<file path="src/rtl/datapath_pkg.sv">
// Types and constants shared by the instruction issue sequencer and anything
// that builds R-type programs for the datapath.
package datapath_pkg;

  typedef enum logic [2:0] {
    IDLE   = 3'd0,
    FETCH  = 3'd1,
    ISSUE  = 3'd2,
    SETTLE = 3'd3,
    DONE   = 3'd4
  } state_t;

  // R-type funct field values understood by the datapath
  localparam logic [5:0] ADD = 6'b001000;
  localparam logic [5:0] SUB = 6'b100011;
  localparam logic [5:0] AND = 6'b100101;
  localparam logic [5:0] OR  = 6'b100110;
  localparam logic [5:0] SLT = 6'b101010;

  // An all-zero word terminates a program and is never issued
  localparam logic [31:0] END_MARKER = 32'h0;

  function automatic logic [31:0] mk_rtype(input logic [4:0] rs, input logic [4:0] rt,
                                           input logic [4:0] rd, input logic [5:0] funct);
    return {6'b000000, rs, rt, rd, 5'b00000, funct};
  endfunction

endpackage

</file>
<file path="src/rtl/instr_prog_mem.sv">
// Program store for the issue sequencer: synchronous write, registered read.
// Contents are deliberately not reset so a program survives rst_n.
module instr_prog_mem #(
  parameter int DATA_W = 32,
  parameter int ADDR_W = 4
) (
  input  logic              i_clk,
  input  logic              i_we,
  input  logic [ADDR_W-1:0] i_waddr,
  input  logic [DATA_W-1:0] i_wdata,
  input  logic [ADDR_W-1:0] i_raddr,
  output logic [DATA_W-1:0] o_rdata
);
  localparam int DEPTH = 2**ADDR_W;

  logic [DATA_W-1:0] r_mem [DEPTH];
  logic [DATA_W-1:0] r_rdata;

  // Write-first on an address collision: a word loaded in the same cycle as
  // start must be the one fetched for address 0.
  always_ff @(posedge i_clk) begin
    if (i_we) r_mem[i_waddr] <= i_wdata;
    r_rdata <= (i_we && (i_waddr == i_raddr)) ? i_wdata : r_mem[i_raddr];
  end

  assign o_rdata = r_rdata;

endmodule

</file>
<file path="src/rtl/instr_issue_seq.sv">
// Issues program-memory words to the datapath over valid/ack, then waits a
// fixed settle time and records the datapath zero flag for each word.
module instr_issue_seq
  import datapath_pkg::*;
#(
  parameter int DATA_W     = 32,
  parameter int ADDR_W     = 4,
  parameter int SETTLE_CYC = 10
) (
  input  logic                    clk,
  input  logic                    rst_n,
  input  logic                    load_en,
  input  logic [ADDR_W-1:0]       load_addr,
  input  logic [DATA_W-1:0]       load_data,
  input  logic                    start,
  output logic [DATA_W-1:0]       instruccion_r,
  output logic                    instr_valid,
  input  logic                    instr_ack,
  input  logic                    tr_zf,
  output logic [ADDR_W-1:0]       pc,
  output logic                    busy,
  output logic                    done,
  output logic [(2**ADDR_W)-1:0]  zf_hist,
  output logic [ADDR_W:0]         zf_count
);
  localparam int                DEPTH     = 2**ADDR_W;
  localparam int                CNT_W     = ADDR_W + 1;
  localparam logic [ADDR_W-1:0] LAST_ADDR = ADDR_W'(DEPTH - 1);
  localparam logic [7:0]        SETTLE_LD = 8'(SETTLE_CYC);
  localparam logic [CNT_W-1:0]  CNT_MAX   = CNT_W'(DEPTH);

  state_t            r_state, w_state_nxt;
  logic [ADDR_W-1:0] r_pc, w_pc_nxt;
  logic [7:0]        r_settle;
  logic [DATA_W-1:0] r_instr, w_rdata;
  logic [DEPTH-1:0]  r_zf_hist;
  logic [CNT_W-1:0]  r_zf_count;
  logic              w_start, w_mem_we, w_settle_end, w_is_marker;

  assign w_start      = start && ((r_state == IDLE) || (r_state == DONE));
  assign w_mem_we     = load_en && (r_state == IDLE);
  assign w_settle_end = (r_state == SETTLE) && (r_settle == 8'd1);
  assign w_is_marker  = (w_rdata == DATA_W'(END_MARKER));

  // The memory is read at the next pc, so mem[pc] is already registered
  // while FETCH decides between ISSUE and DONE.
  always_comb begin
    w_pc_nxt = r_pc;
    if (w_start)
      w_pc_nxt = '0;
    else if (w_settle_end && (r_pc != LAST_ADDR))
      w_pc_nxt = r_pc + 1'b1;
  end

  instr_prog_mem #(
    .DATA_W (DATA_W),
    .ADDR_W (ADDR_W)
  ) u_mem (
    .i_clk   (clk),
    .i_we    (w_mem_we),
    .i_waddr (load_addr),
    .i_wdata (load_data),
    .i_raddr (w_pc_nxt),
    .o_rdata (w_rdata)
  );

  always_ff @(posedge clk or negedge rst_n) begin
    if (!rst_n) r_state <= IDLE;
    else        r_state <= w_state_nxt;
  end

  always_comb begin
    w_state_nxt = r_state;
    case (r_state)
      IDLE, DONE: if (w_start) w_state_nxt = FETCH;
      FETCH:      w_state_nxt = w_is_marker ? DONE : ISSUE;
      ISSUE:      if (instr_ack) w_state_nxt = SETTLE;
      SETTLE:     if (w_settle_end) w_state_nxt = (r_pc == LAST_ADDR) ? DONE : FETCH;
      default:    w_state_nxt = IDLE;
    endcase
  end

  always_ff @(posedge clk or negedge rst_n) begin
    if (!rst_n) begin
      r_pc       <= '0;
      r_settle   <= '0;
      r_instr    <= '0;
      r_zf_hist  <= '0;
      r_zf_count <= '0;
    end else begin
      r_pc <= w_pc_nxt;
      if (r_state == FETCH) r_instr <= w_rdata;
      if ((r_state == ISSUE) && instr_ack)
        r_settle <= SETTLE_LD;
      else if (r_state == SETTLE)
        r_settle <= r_settle - 1'b1;
      if (w_start) begin
        r_zf_hist  <= '0;
        r_zf_count <= '0;
      end else if (w_settle_end) begin
        r_zf_hist[r_pc] <= tr_zf;
        if (tr_zf && (r_zf_count != CNT_MAX)) r_zf_count <= r_zf_count + 1'b1;
      end
    end
  end

  always_comb begin
    instr_valid = 1'b0;
    busy        = 1'b0;
    done        = 1'b0;
    case (r_state)
      FETCH, SETTLE: busy = 1'b1;
      ISSUE: begin
        busy        = 1'b1;
        instr_valid = 1'b1;
      end
      DONE:    done = 1'b1;
      default: ;
    endcase
  end

  assign instruccion_r = r_instr;
  assign pc            = r_pc;
  assign zf_hist       = r_zf_hist;
  assign zf_count      = r_zf_count;

endmodule

</file>
<file path="config.mk">
export PLATFORM = sky130hd
export DESIGN_NAME = instr_issue_seq
export DESIGN_NICKNAME = d
export VERILOG_FILES = /design/src/rtl/datapath_pkg.sv /design/src/rtl/instr_prog_mem.sv /design/src/rtl/instr_issue_seq.sv
export SDC_FILE = /design/constraint.sdc
export NUM_CORES = 1
export LEC_CHECK = 0
export BUFFER_PORTS_ARGS = -buffer_cell sky130_fd_sc_hd__buf_2
export CAP_MARGIN = 30
export CORE_MARGIN = 5
export CORE_UTILIZATION = 53
export CTS_CLUSTER_SIZE = 30
export DETAILED_ROUTE_END_ITERATION = 6
export PLACE_DENSITY = 0.7
export SKIP_LAST_GASP = 1
export SYNTH_ARGS = -nofsm -noshare
export SYNTH_HDL_FRONTEND = slang
export SYNTH_SLANG_ARGS = --single-unit
</file>
<file path="constraint.sdc">
create_clock -name clk -period 4.68 [get_ports clk]
set_input_delay 0.468 -clock clk [delete_from_list [all_inputs] [get_ports clk]]
set_output_delay 0.468 -clock clk [all_outputs]
set_load 0.05 [all_outputs]
</file>
==> results.toml <==
[sta]
tns_ns = 0
fin_crit_sh = 0.7373
period_minus_slack_ns = 3.450
setup_violations = 0
timing.fmax_mhz = 289.8
relSlewSlack = 0.3098
timing.hold.ws_ns = 0.1730
slew_violations = 0
grt_setup_unrepaired = "false"
fin_skew_ns = 0.03143
worst_slew_pin_slew_ns = 1.035
hold_viol = 0

[clock_tree]
cts.reportedPaths.clkPinSlew_ns = 0.06
cts_tree = "yes"
cts_buffer_depth = 3
cts_sinks = 584
numCtsBuffers = 56
htreeDepth = 2
cts_resized = 0
ctsRootBufferMaster = "clkbuf_16"
worst_skew_pair.late_latency_ns = 0.62

[critical_path]
end_kind = "register"
path_class = "register to register"
worst_setup_path_start_kind = "register"
worst_ep_arrival_time_ns = 3.94
cp_max_fo = 48
cp.required_ns = 5.17

[synth]
synth-seq-area-share = 0.7668
syn-num-nets = 1150
synth_area_sq_um = 22380
synth.top_cell.area_share = 0.6871
synth_flop_cell = "edfxtp_1"
ys_async_sr_fraction = 0.1164
synth_top_area_cell = "edfxtp_1"
yosysMostFrequentCell = "edfxtp_1"
synthDistinctLibCells = 41
ys_ff_latch = 584
synth_commonest_cells = "512 x edfxtp_1, 128 x mux4_2, 68 x dfrtp_1"
synthCells = 1100
avgSynthCellArea_sq_um = 20.34
yosys_warnings = 0
synth_edf_count = 512
netlist_top_cells_area = "edfxtp_1 69%, mux4_2 13%, dfrtp_1 7.6%"

[global_route]
grt_overflow_total = 0
grt_antenna_before_repair = 3
grt_max_degree = 63
grt_pass1_vias = 11500
grt_pass1_wl_microns = 74540
track_usage = 0.2158

[detailed_routing]
via_per_inst = 6.137
postRouteAntennaNets = 0
remaining_drc_errors = 0
wire_per_inst_microns = 27.42
dr.first_iter.drc_count = 1170
route.vias.total = 11180
firstDrtPassIters = 5
routed_wl_microns = 49920

[floorplanning]
fp.coreArea_sq_um = 41850
rows = 75
die_y_microns = 215.5
ioPinCount = 102
dieArea_sq_um = 46430
die_x_microns = 215.5
start_util = 0.5346

[finish]
area_growth_pct = 14.88
ff_latch_area_sq_um = 17160
multiInputGateArea_sq_um = 5055
utilization = 0.6142
fillers = 2924
layout.cells.non_filler = 1821
final_nets = 1285
drive_gt1_frac = 0.3109

[place]
place_inst = 1715
finalWeightedCongestion = 0.7980
dpl.hpwl_microns = 29790
placement.io_buffers = 101

[pwr]
cellLeakagePower_nw = 8.577
switching_share = 0.3207
total_power_mw = 15.06
combinationalPowerShare = 0.273
clkPwrFrac = 0.307
ir_drop_uv = 341.5
p_sw_mw = 4.831
power_frac_seq = 0.420
p_int_mw = 10.23
power_density_nw_per_um2 = 586.1

[run_status]
status = "finished, final reports clean"

[min_path]
hold_class = "primary input to register"

[run]
cap_violations = 0
[flip-flops by register name, summed over array words and instances, names as in the netlist, named ones only]
name,flops
instruccion_r,32
zf_hist,16
zf_count,5
u_mem.r_mem,512
r_state,3
r_settle,8
pc,4
[final timing paths]
| check | slack [ns] | cells past startpoint | start | to |
|---|---|---|---|---|
| hold / removal | 0.17 | 3 | instr_ack | r_settle[3] |
| setup reg to reg | 1.23 | 8 | register | r_state[1] |
| setup / recovery | 1.23 | 8 | register | r_state[1] |
| max in group asynchronous | 3.36 | 3 | rst_n | instruccion_r[27] |
| min in group asynchronous | 0.26 | 2 | rst_n | instruccion_r[4] |
| hold reg to reg | 0.50 | 2 | r_settle[1] | r_settle[1] |
[layout by cell type (no fill, tap or decap), types with 8 or more instances in the layout]
cell type	instances
a21oi_1	16
nand3_1	23
nor2_4	13
nor4_1	10
ha_1	8
a22oi_1	64
mux4_2	128
dfrtp_1	68
buf_2	100
nor2_1	24
clkbuf_1	10
edfxtp_1	512
bufinv_16	9
nand2_1	67
mux2_2	32
clkinv_1	15
buf_4	29
clkbuf_16	56
[through the flow]
stage | cell area [sq um] | setup WS (ns)
global placement | 23680 | 1.260
detailed placement | 23790 | 1.208
global route | 25700 | 0.9079
floorplan | 22380 | 0.7682
finish | 25700 | 1.230
CTS | 25700 | 1.191
[power groups by stage]
stage               Sequential (mW)  Clock [mW]  Combinational (mW)
finish                         6.33        4.62                4.11
CTS                            6.34        4.70                4.15
global route                   6.38        4.93                4.38
floorplan                      6.94           0                2.37
global placement               6.43           0                4.06
detailed placement             6.45           0                4.12
[logic make-up (layout without fill, tap and decap cells)]
family / Yosys count / count (layout) / share of synthesized area
muxes: 165 / 165 / 0.1472
xor gates and xnor gates: 10 / 10 / 0.003914
DFF: 584 / 584 / 0.7668
adders and majority gates: 8 / 8 / 0.004474
and+or+nand+nor: 173 / 173 / 0.03573
buffers and inverters: 68 / 248 / 0.01331
other: 0 / 2 / 0
AOI/OAI and AO/OA: 92 / 92 / 0.02863
[area by class of cell]
cell class / count / share of cell area
clock buffer: 66 / 0.05598
inverter: 8 / 0.001168
clock inverter: 37 / 0.01796
tap: 539 / 0.02624
multi-input combinational: 448 / 0.1967
timing repair buffer: 137 / 0.03407
sequential: 584 / 0.6677
antenna: 2 / 0.0001947
[worst max-delay path, stage by stage, from the launching register on]
cell,delay (ns)
dfxtp_4,0.73
buf_12,0.42
mux4_2,0.56
a22oi_1,0.25
nand2_1,0.11
nor4_1,0.63
nand4_1,0.16
nor2_1,0.27
o21ai_0,0.13
[timing repair]
action,4_1_cts,5_1_grt
endpoints found under the hold margin,11,0
setup buffers,0,0
hold buffers,1,0
[layer usage]
metal  track usage  vias up  share of wire
li1              -     4771              -
met1        0.3030     5873           0.40
met2        0.3476      450           0.49
met3       0.04582       80          0.081
met4       0.06614        2          0.028
met5             0        -        0.00024
(Power assumes the default switching activity.)
